===== src/rtl/axi_burst_write_master_if.sv =====
// Bundle of the command, stream, status and AXI4 write-channel signals of the
// burst write master. The master modport is the initiator's view of it.
interface axi_burst_write_master_if #(
   parameter int DATA_WIDTH = 32,
   parameter int ADDR_WIDTH = 16,
   parameter int STRB_WIDTH = DATA_WIDTH / 8,
   parameter int ID_WIDTH   = 8,
   parameter int LEN_WIDTH  = 16
);
   // command
   logic [ADDR_WIDTH-1:0] cmd_addr;
   logic [LEN_WIDTH-1:0]  cmd_len;
   logic                  cmd_valid;
   logic                  cmd_ready;
   // word stream
   logic [DATA_WIDTH-1:0] s_data;
   logic                  s_valid;
   logic                  s_ready;
   // status
   logic                  busy;
   logic                  done;
   logic                  error;
   // AW channel
   logic [ID_WIDTH-1:0]   m_axi_awid;
   logic [ADDR_WIDTH-1:0] m_axi_awaddr;
   logic [7:0]            m_axi_awlen;
   logic [2:0]            m_axi_awsize;
   logic [1:0]            m_axi_awburst;
   logic                  m_axi_awlock;
   logic [3:0]            m_axi_awcache;
   logic [2:0]            m_axi_awprot;
   logic                  m_axi_awvalid;
   logic                  m_axi_awready;
   // W channel
   logic [DATA_WIDTH-1:0] m_axi_wdata;
   logic [STRB_WIDTH-1:0] m_axi_wstrb;
   logic                  m_axi_wlast;
   logic                  m_axi_wvalid;
   logic                  m_axi_wready;
   // B channel
   logic [ID_WIDTH-1:0]   m_axi_bid;
   logic [1:0]            m_axi_bresp;
   logic                  m_axi_bvalid;
   logic                  m_axi_bready;

   modport master (
      input  cmd_addr, cmd_len, cmd_valid, s_data, s_valid,
             m_axi_awready, m_axi_wready, m_axi_bid, m_axi_bresp, m_axi_bvalid,
      output cmd_ready, s_ready, busy, done, error,
             m_axi_awid, m_axi_awaddr, m_axi_awlen, m_axi_awsize, m_axi_awburst,
             m_axi_awlock, m_axi_awcache, m_axi_awprot, m_axi_awvalid,
             m_axi_wdata, m_axi_wstrb, m_axi_wlast, m_axi_wvalid, m_axi_bready
   );

   modport slave (
      output cmd_addr, cmd_len, cmd_valid, s_data, s_valid,
             m_axi_awready, m_axi_wready, m_axi_bid, m_axi_bresp, m_axi_bvalid,
      input  cmd_ready, s_ready, busy, done, error,
             m_axi_awid, m_axi_awaddr, m_axi_awlen, m_axi_awsize, m_axi_awburst,
             m_axi_awlock, m_axi_awcache, m_axi_awprot, m_axi_awvalid,
             m_axi_wdata, m_axi_wstrb, m_axi_wlast, m_axi_wvalid, m_axi_bready
   );
endinterface


===== src/rtl/axi_burst_write_master.sv =====
// AXI4 write initiator: splits a (byte address, word count) command into INCR
// bursts of at most MAX_BURST_LEN beats that never cross a 4 KB boundary, and
// streams the input words onto the W channel. One burst is in flight at a time.
module axi_burst_write_master #(
   parameter int                  DATA_WIDTH    = 32,
   parameter int                  ADDR_WIDTH    = 16,
   parameter int                  STRB_WIDTH    = DATA_WIDTH / 8,
   parameter int                  ID_WIDTH      = 8,
   parameter logic [ID_WIDTH-1:0] AXI_ID        = '0,
   parameter int                  MAX_BURST_LEN = 16,
   parameter int                  LEN_WIDTH     = 16
) (
   input  logic                   clk,
   input  logic                   rst_n,
   axi_burst_write_master_if.master bus
);
   localparam int         ADDR_LSB = $clog2(STRB_WIDTH);
   localparam logic [8:0] MAX_BEATS = 9'(MAX_BURST_LEN);

   localparam logic [1:0] S_IDLE = 2'd0;
   localparam logic [1:0] S_AW   = 2'd1;
   localparam logic [1:0] S_W    = 2'd2;
   localparam logic [1:0] S_B    = 2'd3;

   logic [1:0]            r_state;
   logic [ADDR_WIDTH-1:0] r_cur_addr;
   logic [LEN_WIDTH-1:0]  r_remaining;
   logic [8:0]            r_beats;      // beats of the burst in flight
   logic [8:0]            r_beat_cnt;   // beats already sent in this burst
   logic                  r_err_acc;
   logic                  r_busy;
   logic                  r_done;
   logic                  r_error;
   logic                  r_cmd_ready;

   logic [1:0]            w_state_next;
   logic                  w_cmd_fire;
   logic                  w_aw_fire;
   logic                  w_w_fire;
   logic                  w_b_fire;
   logic                  w_last_beat;
   logic                  w_last_burst;
   logic                  w_b_err;
   logic [12:0]           w_room;       // beats left before the next 4 KB line
   logic [8:0]            w_rem_cap;
   logic [8:0]            w_beats;

   assign w_cmd_fire   = (r_state == S_IDLE) && bus.cmd_valid && r_cmd_ready;
   assign w_aw_fire    = (r_state == S_AW) && bus.m_axi_awready;
   assign w_w_fire     = (r_state == S_W) && bus.s_valid && bus.m_axi_wready;
   assign w_b_fire     = (r_state == S_B) && bus.m_axi_bvalid;
   assign w_last_beat  = (r_beat_cnt == r_beats - 9'd1);
   assign w_last_burst = (r_remaining == LEN_WIDTH'(r_beats));
   assign w_b_err      = (bus.m_axi_bresp != 2'b00) || (bus.m_axi_bid != AXI_ID);

   // Burst size is the smallest of words remaining, the burst cap and the room
   // to the 4 KB line; cur_addr and remaining are frozen while in AW, so this is
   // stable for as long as awvalid is held.
   assign w_room    = (13'd4096 - {1'b0, r_cur_addr[11:0]}) >> ADDR_LSB;
   assign w_rem_cap = (r_remaining > LEN_WIDTH'(MAX_BURST_LEN)) ? MAX_BEATS : 9'(r_remaining);
   assign w_beats   = ({4'b0, w_rem_cap} > w_room) ? w_room[8:0] : w_rem_cap;

   // Channel valids/readies derive from the state alone, so an async reset
   // drops them immediately.
   assign bus.cmd_ready     = r_cmd_ready;
   assign bus.busy          = r_busy;
   assign bus.done          = r_done;
   assign bus.error         = r_error;
   assign bus.m_axi_awid    = AXI_ID;
   assign bus.m_axi_awaddr  = r_cur_addr;
   assign bus.m_axi_awlen   = 8'(w_beats - 9'd1);
   assign bus.m_axi_awsize  = 3'(ADDR_LSB);
   assign bus.m_axi_awburst = 2'b01;
   assign bus.m_axi_awlock  = 1'b0;
   assign bus.m_axi_awcache = 4'b0011;
   assign bus.m_axi_awprot  = 3'b000;
   assign bus.m_axi_awvalid = (r_state == S_AW);
   assign bus.m_axi_wdata   = (r_state == S_W) ? bus.s_data : '0;
   assign bus.m_axi_wstrb   = '1;
   assign bus.m_axi_wlast   = (r_state == S_W) && w_last_beat;
   assign bus.m_axi_wvalid  = (r_state == S_W) && bus.s_valid;
   assign bus.s_ready       = (r_state == S_W) && bus.m_axi_wready;
   assign bus.m_axi_bready  = (r_state == S_B);

   // Next-state logic for the IDLE -> AW -> W -> B loop.
   always_comb begin
      w_state_next = r_state;
      case (r_state)
         S_IDLE:  if (w_cmd_fire && (bus.cmd_len != '0)) w_state_next = S_AW;
         S_AW:    if (w_aw_fire) w_state_next = S_W;
         S_W:     if (w_w_fire && w_last_beat) w_state_next = S_B;
         S_B:     if (w_b_fire) w_state_next = w_last_burst ? S_IDLE : S_AW;
         default: w_state_next = S_IDLE;
      endcase
   end

   // State, address/length bookkeeping and status outputs.
   always_ff @(posedge clk or negedge rst_n) begin
      if (!rst_n) begin
         r_state     <= S_IDLE;
         r_cur_addr  <= '0;
         r_remaining <= '0;
         r_beats     <= '0;
         r_beat_cnt  <= '0;
         r_err_acc   <= 1'b0;
         r_busy      <= 1'b0;
         r_done      <= 1'b0;
         r_error     <= 1'b0;
         r_cmd_ready <= 1'b0;
      end else begin
         r_state     <= w_state_next;
         r_cmd_ready <= (w_state_next == S_IDLE);
         r_done      <= 1'b0;
         if (w_cmd_fire) begin
            r_cur_addr  <= bus.cmd_addr & ~ADDR_WIDTH'(STRB_WIDTH - 1);
            r_remaining <= bus.cmd_len;
            r_err_acc   <= 1'b0;
            r_error     <= 1'b0;
            // An empty command completes at once without touching the bus.
            if (bus.cmd_len == '0) r_done <= 1'b1;
            else                   r_busy <= 1'b1;
         end
         if (w_aw_fire) begin
            r_beats    <= w_beats;
            r_beat_cnt <= '0;
         end
         if (w_w_fire) r_beat_cnt <= r_beat_cnt + 9'd1;
         if (w_b_fire) begin
            r_cur_addr  <= r_cur_addr + (ADDR_WIDTH'(r_beats) << ADDR_LSB);
            r_remaining <= r_remaining - LEN_WIDTH'(r_beats);
            r_err_acc   <= r_err_acc | w_b_err;
            if (w_last_burst) begin
               r_done  <= 1'b1;
               r_error <= r_err_acc | w_b_err;
               r_busy  <= 1'b0;
            end
         end
      end
   end
endmodule


===== src/flat_wrapper.sv =====
// flat-port wrapper written by rule: the top's interface ports become plain ports
module axi_burst_write_master_flat 
#(
   parameter int                  DATA_WIDTH    = 32,
   parameter int                  ADDR_WIDTH    = 16,
   parameter int                  STRB_WIDTH    = DATA_WIDTH / 8,
   parameter int                  ID_WIDTH      = 8,
   parameter logic [ID_WIDTH-1:0] AXI_ID        = '0,
   parameter int                  MAX_BURST_LEN = 16,
   parameter int                  LEN_WIDTH     = 16
)
  (clk, rst_n, bus_cmd_addr, bus_cmd_len, bus_cmd_valid, bus_s_data, bus_s_valid, bus_m_axi_awready, bus_m_axi_wready, bus_m_axi_bid, bus_m_axi_bresp, bus_m_axi_bvalid, bus_cmd_ready, bus_s_ready, bus_busy, bus_done, bus_error, bus_m_axi_awid, bus_m_axi_awaddr, bus_m_axi_awlen, bus_m_axi_awsize, bus_m_axi_awburst, bus_m_axi_awlock, bus_m_axi_awcache, bus_m_axi_awprot, bus_m_axi_awvalid, bus_m_axi_wdata, bus_m_axi_wstrb, bus_m_axi_wlast, bus_m_axi_wvalid, bus_m_axi_bready);
  axi_burst_write_master_if #(.DATA_WIDTH(DATA_WIDTH), .ADDR_WIDTH(ADDR_WIDTH), .STRB_WIDTH(STRB_WIDTH), .ID_WIDTH(ID_WIDTH), .LEN_WIDTH(LEN_WIDTH)) bus_i ();
  input  logic clk;
  input  logic rst_n;
  input wire logic [$bits(bus_i.cmd_addr)-1:0] bus_cmd_addr;
  input wire logic [$bits(bus_i.cmd_len)-1:0] bus_cmd_len;
  input wire logic [$bits(bus_i.cmd_valid)-1:0] bus_cmd_valid;
  input wire logic [$bits(bus_i.s_data)-1:0] bus_s_data;
  input wire logic [$bits(bus_i.s_valid)-1:0] bus_s_valid;
  input wire logic [$bits(bus_i.m_axi_awready)-1:0] bus_m_axi_awready;
  input wire logic [$bits(bus_i.m_axi_wready)-1:0] bus_m_axi_wready;
  input wire logic [$bits(bus_i.m_axi_bid)-1:0] bus_m_axi_bid;
  input wire logic [$bits(bus_i.m_axi_bresp)-1:0] bus_m_axi_bresp;
  input wire logic [$bits(bus_i.m_axi_bvalid)-1:0] bus_m_axi_bvalid;
  output wire logic [$bits(bus_i.cmd_ready)-1:0] bus_cmd_ready;
  output wire logic [$bits(bus_i.s_ready)-1:0] bus_s_ready;
  output wire logic [$bits(bus_i.busy)-1:0] bus_busy;
  output wire logic [$bits(bus_i.done)-1:0] bus_done;
  output wire logic [$bits(bus_i.error)-1:0] bus_error;
  output wire logic [$bits(bus_i.m_axi_awid)-1:0] bus_m_axi_awid;
  output wire logic [$bits(bus_i.m_axi_awaddr)-1:0] bus_m_axi_awaddr;
  output wire logic [$bits(bus_i.m_axi_awlen)-1:0] bus_m_axi_awlen;
  output wire logic [$bits(bus_i.m_axi_awsize)-1:0] bus_m_axi_awsize;
  output wire logic [$bits(bus_i.m_axi_awburst)-1:0] bus_m_axi_awburst;
  output wire logic [$bits(bus_i.m_axi_awlock)-1:0] bus_m_axi_awlock;
  output wire logic [$bits(bus_i.m_axi_awcache)-1:0] bus_m_axi_awcache;
  output wire logic [$bits(bus_i.m_axi_awprot)-1:0] bus_m_axi_awprot;
  output wire logic [$bits(bus_i.m_axi_awvalid)-1:0] bus_m_axi_awvalid;
  output wire logic [$bits(bus_i.m_axi_wdata)-1:0] bus_m_axi_wdata;
  output wire logic [$bits(bus_i.m_axi_wstrb)-1:0] bus_m_axi_wstrb;
  output wire logic [$bits(bus_i.m_axi_wlast)-1:0] bus_m_axi_wlast;
  output wire logic [$bits(bus_i.m_axi_wvalid)-1:0] bus_m_axi_wvalid;
  output wire logic [$bits(bus_i.m_axi_bready)-1:0] bus_m_axi_bready;
  assign bus_i.cmd_addr = bus_cmd_addr;
  assign bus_i.cmd_len = bus_cmd_len;
  assign bus_i.cmd_valid = bus_cmd_valid;
  assign bus_i.s_data = bus_s_data;
  assign bus_i.s_valid = bus_s_valid;
  assign bus_i.m_axi_awready = bus_m_axi_awready;
  assign bus_i.m_axi_wready = bus_m_axi_wready;
  assign bus_i.m_axi_bid = bus_m_axi_bid;
  assign bus_i.m_axi_bresp = bus_m_axi_bresp;
  assign bus_i.m_axi_bvalid = bus_m_axi_bvalid;
  assign bus_cmd_ready = bus_i.cmd_ready;
  assign bus_s_ready = bus_i.s_ready;
  assign bus_busy = bus_i.busy;
  assign bus_done = bus_i.done;
  assign bus_error = bus_i.error;
  assign bus_m_axi_awid = bus_i.m_axi_awid;
  assign bus_m_axi_awaddr = bus_i.m_axi_awaddr;
  assign bus_m_axi_awlen = bus_i.m_axi_awlen;
  assign bus_m_axi_awsize = bus_i.m_axi_awsize;
  assign bus_m_axi_awburst = bus_i.m_axi_awburst;
  assign bus_m_axi_awlock = bus_i.m_axi_awlock;
  assign bus_m_axi_awcache = bus_i.m_axi_awcache;
  assign bus_m_axi_awprot = bus_i.m_axi_awprot;
  assign bus_m_axi_awvalid = bus_i.m_axi_awvalid;
  assign bus_m_axi_wdata = bus_i.m_axi_wdata;
  assign bus_m_axi_wstrb = bus_i.m_axi_wstrb;
  assign bus_m_axi_wlast = bus_i.m_axi_wlast;
  assign bus_m_axi_wvalid = bus_i.m_axi_wvalid;
  assign bus_m_axi_bready = bus_i.m_axi_bready;
  axi_burst_write_master #(.DATA_WIDTH(DATA_WIDTH), .ADDR_WIDTH(ADDR_WIDTH), .STRB_WIDTH(STRB_WIDTH), .ID_WIDTH(ID_WIDTH), .AXI_ID(AXI_ID), .MAX_BURST_LEN(MAX_BURST_LEN), .LEN_WIDTH(LEN_WIDTH)) u_core (.clk(clk), .rst_n(rst_n), .bus(bus_i));
endmodule

===== config.mk =====
export PLATFORM = sky130hd
export DESIGN_NAME = axi_burst_write_master_flat
export DESIGN_NICKNAME = d
export VERILOG_FILES = /design/src/rtl/axi_burst_write_master_if.sv /design/src/rtl/axi_burst_write_master.sv /design/src/flat_wrapper.sv
export SDC_FILE = /design/constraint.sdc
export NUM_CORES = 1
export LEC_CHECK = 0
export CORE_MARGIN = 2
export CORE_UTILIZATION = 51
export CTS_BUF_LIST = sky130_fd_sc_hd__clkbuf_4
export DETAILED_ROUTE_END_ITERATION = 6
export GPL_TIMING_DRIVEN = 0
export PLACE_DENSITY = 0.95
export REMOVE_ABC_BUFFERS = 1
export SLEW_MARGIN = 10
export SYNTH_ARGS = -nofsm -noshare
export SYNTH_HDL_FRONTEND = slang
export SYNTH_SLANG_ARGS = --single-unit
export TNS_END_PERCENT = 10

===== constraint.sdc =====
create_clock -name clk -period 11.09 [get_ports clk]
set_clock_uncertainty 0.1 [all_clocks]
set_input_delay 2.218 -clock clk [delete_from_list [all_inputs] [get_ports clk]]
set_output_delay 2.218 -clock clk [all_outputs]
set_load 0.01 [all_outputs]

After elaboration in Yosys (flattened, before gate mapping):

Index checks and enable logic that the tools add are counted.

* bits in registers: 57
* input port bits: 81
* output and inout bits: 90
* logic and storage cells: 71

* $add $sub $neg: 6
* magnitude comparators: 2
* equal/unequal tests: 5
* mux-type cells: 28
* bitwise operators: 1
* reduce and logical (&&, ||, !) cells: 19

Operators with widths (number)
* $mux W16: 4
* $mux W9: 4
* $mux W32: 1
* $add A16 B11 Y16: 1
* $eq A16 B9 Y1: 1
* $gt A16 B5 Y1 const B: 1
* $logic_not A16 Y1: 1
* $reduce_bool A16 Y1: 1
* $sub A16 B9 Y16: 1
* $mux W1: 14
* $sub A13 B12 Y13 const A: 1
* $gt A9 B11 Y1: 1
* $logic_and A1 B1 Y1: 10
* $add A9 B1 Y9 const B: 1
* $eq A9 B9 Y1: 1
* $sub A9 B1 Y9 const B: 1
* $mux W2: 4
* $pmux W2 S4: 1
* $reduce_bool A8 Y1: 1
* $sub A8 B1 Y8 const B: 1
* $reduce_bool A2 Y1: 3
* $eq A2 B2 Y1 const B: 2
* $logic_not A2 Y1: 2
* $eq A2 B1 Y1 const B: 1
* other kinds (2): 2

Logic depth before layout (Yosys ltp):

* depth after elaboration: 7
* mapped depth: 19
* mapped depth without buffers: 18

Least setup slack after synthesis:

Ideal clock, no wire load.

* path type: flip-flop to output port
* start: register u_core.r_cur_addr[6], in the netlist u_core.bus.m_axi_awaddr[6]
* end: output bus_m_axi_awlen[4]
* arrival: 3.869 ns
* required time: 8.772 ns
* setup slack: 4.903 ns
* cell stages (with the launch flop): 15
* path buffers: 1
* cells stage by stage: dfrtp_1 > or3_4 > or3_1 > xnor2_1 > ha_1 > nand4_1 > o211a_1 > a2111oi_4 > buf_6 > mux2i_1 > ha_1 > or4b_1 > o21ai_0 > nor2_1 > a21oi_1

* cells in the longest elaborated chain, start to end: 4

RTL lines
* start: declaration: line axi_burst_write_master.sv:26 `logic [ADDR_WIDTH-1:0] r_cur_addr;`
* start signal: assignment: line axi_burst_write_master.sv:115 `r_cur_addr <= bus.cmd_addr & ~ADDR_WIDTH'(STRB_WIDTH - 1);`
* start signal: assignment: line axi_burst_write_master.sv:129 `r_cur_addr <= r_cur_addr + (ADDR_WIDTH'(r_beats) << ADDR_LSB);`
* $sub A13 B12 Y13 *: line axi_burst_write_master.sv:59 `assign w_room = (13'd4096 - {1'b0, r_cur_addr[11:0]}) >> ADDR_LSB;`
* $gt A9 B11 Y1: line axi_burst_write_master.sv:61 `assign w_beats = ({4'b0, w_rem_cap} > w_room) ? w_room[8:0] : w_rem_cap;`
* $mux W9 *: line axi_burst_write_master.sv:61
* $sub A8 B1 Y8 *: line axi_burst_write_master.sv:71 `assign bus.m_axi_awlen = 8'(w_beats - 9'd1);`
* end: declaration: line flat_wrapper.sv:33 `output wire logic [$bits(bus_i.m_axi_awlen)-1:0] bus_m_axi_awlen;`

Every way passes the cells marked *; elsewhere a longest branch is shown, timed or not.

Worst setup path in the final report:

* start: register u_core.r_remaining[12]
* end: output bus_m_axi_awlen[4]

* cells in the longest elaborated chain, start to end: 5

RTL lines
* start: declaration: line axi_burst_write_master.sv:27 `logic [LEN_WIDTH-1:0] r_remaining;`
* start signal: assignment: line axi_burst_write_master.sv:116 `r_remaining <= bus.cmd_len;`
* start signal: assignment: line axi_burst_write_master.sv:130 `r_remaining <= r_remaining - LEN_WIDTH'(r_beats);`
* $gt A16 B5 Y1 *: line axi_burst_write_master.sv:60 `assign w_rem_cap = (r_remaining > LEN_WIDTH'(MAX_BURST_LEN)) ? MAX_BEATS : 9'(r_remaining);`
* $mux W9 *: line axi_burst_write_master.sv:60
* $gt A9 B11 Y1: line axi_burst_write_master.sv:61
* $mux W9 *: line axi_burst_write_master.sv:61
* $sub A8 B1 Y8 *: line axi_burst_write_master.sv:71

Marked as above.

==> summary.txt <==
Outcome
  • Status: completed

STA
  • Period utilisation layout: ~73%
  • Slew HR: 19.0%
  • Total Neg Setup Slack: 0 ns
  • Worst slew pin tran: 1.21 ns
  • Period minus WS final: 8.05 ns
  • Setup Viol. Count Final: 0
  • Final hold vios: 0
  • Min Hold Slack: ~0.42 ns
  • Fmax: 124 MHz
  • RSZ-0062 raised after global routing: no
  • Max Slew Vio Count: 0

Routing
  • Final WL: 14400 um
  • DRC viols: 0
  • Via-to-Cell Ratio: 5.97
  • Drt first pass iters: 5
  • Post-DRT Antenna Nets: 0
  • Via count: about 4900
  • Initial drt markers: around 330
  • DR WL/cell: 17.5 um

Finish
  • P&R area growth vs syn: 30.6%
  • Final Instance Count excl. Fillers: about 830
  • ANT cells: 0
  • Layout cell share with drive strength beyond 1: 2.66%
  • Nets: 829

Worst setup path
  • Slowest cell on crit path: a2111oi_4
  • Setup crit end kind: output port
  • WP data required: 8.77 ns
  • CP bufs+invs: 2
  • Worst Path Max Fanout: 13
  • CP arrival: 5.74 ns
  • CP Class: flop to output port
  • CP top delay family: simple AND/OR/NAND/NOR gates
  • Element type at the critical path start: flop
  • Crit-path max cell delay: 0.77 ns
  • Critical Path, Cell by Cell: nor3_1 -> nand2_1 -> nor3_1 -> inv_1 -> nor2_1 -> ha_1 -> a21o_1 -> a21oi_1 -> o211a_1 -> a2111oi_4 -> mux2i_1 -> ha_1 -> or4b_1 -> o21ai_0 -> nor2_1 -> a21oi_1 -> clkdlybuf4s50_1

Synth
  • Ys flop type: dfrtp_1
  • Synthesized area: 4770 sq um
  • Synth cell types: 55
  • Yosys warns: 0
  • #FFs+latches synth: 55
  • Async SR Flop Fraction: 100%
  • Synthesized netlist cell count: around 590
  • Post-synth EDFFs: 0
  • Largest cells by area after synthesis: dfrtp_1, ha_1, and2_1, nand2_1, buf_4
  • Synth area leader: dfrtp_1
  • Mean post-synth cell area: 8.15 sq um
  • Synth top area share: between 20% and 30%
  • Part of the Yosys area used for sequential elements: 28.9%

Clocking
  • H-tree Lvls: 2
  • Clock transition at path regs: 0.16 ns
  • Post_cts resized: 0
  • CTS tree: built
  • CTS max path bufs: 2
  • CTS Root Cell: clkbuf_4
  • Later-pin clock latency in the skew report: 0.39 ns
  • Clock sinks: 55
  • Hold-fix buffers, CTS: 0
  • CTS Buf Count: 5
  • Postcts setup bufs: 0

Global route
  • Vias in the first global route: just under 5000
  • Initial antenna violation count: 0
  • First-pass GRT wire length: 23400 um
  • GR Util All Layers: 28.3%
  • Largest net degree at the start of global routing: 37
  • Global route total overflow: 0

Power and ir drop
  • Cell Pwr Density: 264 nW/um^2
  • Peak supply drop: 0.000118 V
  • Pleak: 0.00258 uW

Worst hold path
  • HP Class: flop to flop

Floorplanning
  • Die X: around 100 um
  • # IOs: 171
  • Std-Cell Rows: 35
  • Die ar.: 10100 sq um
  • Starting Density: a little over half
  • Core Area: slightly above 9000 sq um
  • Die H: approximately 100 um

Placement
  • Placed insts: 818
  • Dpl hpwl: 10900 um
  • Gpl congestion: 0.960
  • Port Buffers: 141

Run
  • Max_cap viols: 0
## cell usage in the layout, fill, tap and decap left out, drive strengths merged, types with 9 or more instances in the layout
master | Yosys | final
a21oi | 33 | 33
dfrtp | 55 | 55
xor2 | 17 | 17
inv | 24 | 24
nor4 | 15 | 15
nand3 | 23 | 23
and2 | 37 | 37
clkdlybuf4s50 | 0 | 140
and3 | 10 | 10
conb | 2 | 31
nor2 | 44 | 44
ha | 32 | 32
nor3 | 17 | 17
o21ai | 30 | 30
o21a | 10 | 10
o31ai | 9 | 9
nor2b | 10 | 10
mux2i | 11 | 11
nand2 | 60 | 60
xnor2 | 21 | 21
## area by class of cell
cell class / instances / area (sq um)
clock buffer: 5 / 37.5
inverter: 24 / 90.1
sequential: 55 / 1380
timing repair buffer: 142 / 1430
tap: 111 / 139
multi-input combinational: 486 / 3120
clock inverter: 3 / 38.8
fill: 697 / 2920
## logic make-up (layout without fill, tap and decap cells)
family	Yosys count	count (layout)	synth area share, %
compound gates	127	127	17.3
fa+ha+maj	34	34	9.24
buf+inv	73	174	8.03
xor+xnor	38	38	6.98
simple gates	242	242	26.4
mux	14	14	3.02
flops	55	55	28.9
other cells	2	31	0.157
## worst paths after layout
kind / end / slack [ns] / depth (start not counted) / start
min reg2reg: u_core.r_remaining[14] / 0.42 / 1 / u_core.r_remaining[14]
min in group asynchronous: u_core.r_beats[5] / 1.66 / 1 / rst_n
min: u_core.r_remaining[14] / 0.42 / 1 / u_core.r_remaining[14]
max in group asynchronous: u_core.bus.error / 8.66 / 2 / rst_n
max: bus_m_axi_awlen[4] / 3.04 / 17 / u_core.r_remaining[12]
max reg2reg: u_core.r_beats[2] / 6.98 / 12 / u_core.r_remaining[12]
## state kept, by name (all words and copies together), names as in the netlist
signal	cells
u_core.r_beats	9
u_core.r_beat_cnt	9
u_core.bus.error	1
u_core.bus.done	1
u_core.r_state	2
u_core.bus.busy	1
u_core.bus.m_axi_awaddr	14
u_core.r_remaining	16
u_core.r_err_acc	1
u_core.bus.cmd_ready	1
## synthesized netlist by cell type, drive strengths merged (2+ instances only)
cell / instances
mux2: 3
o211ai: 5
inv: 24
nand2: 60
o21ai: 30
ha: 32
o21a: 10
a22oi: 2
nand2b: 4
and2: 37
nor2b: 10
nand3: 23
a211oi: 7
conb: 2
o22ai: 6
dfrtp: 55
a21o: 4
nor3: 17
xor2: 17
nor2: 44
fa: 2
nand3b: 3
or3: 8
nand4: 4
a21oi: 33
buf: 29
or4: 3
clkbuf: 20
a311oi: 3
o31a: 2
xnor2: 21
o311ai: 2
mux2i: 11
nor4: 15
a31oi: 4
a221oi: 3
and3: 10
o31ai: 9
## metal layers
layer	vias up	routed length (um)	global-route usage, %
li1	2287	-	-
met1	2359	5550	36.3
met2	240	7580	48.8
met3	44	948	3.61
met4	0	348	10.2
met5	-	0	0
## report_power, final
part           internal, uW  leakage [uW]  total (uW)  switching (uW)
Sequential              276      0.000666         413             137
Clock                  46.5     0.0000426         114            67.7
Combinational           529       0.00187        1110             585
## worst register-to-register path, stage by stage, from the launching register on
cell and delay (ns):
dfrtp_1 0.45, nor3_1 0.32, nand2_1 0.16, nor3_1 0.56, inv_1 0.25, nor2_1 0.19
ha_1 0.19, a21o_1 0.11, a21oi_1 0.07, o211a_1 0.23, a2111oi_4 0.77, mux2i_1 0.27
mux2_2 0.33
## per-stage QoR
step                      setup WS (ns)  instance area, sq um  power (uW)  utilization (%)
after floorplan                    4.71                  4580        1080                -
after global placement             3.78                  6130        1430             67.0
after detailed placement           3.61                  6150        1490             67.2
after CTS                          3.16                  6230        1620             68.1
after global routing               2.72                  6230        1770             68.1
final                              3.04                  6230        1640             68.1
No activity file was read; power rests on OpenSTA's default activity.
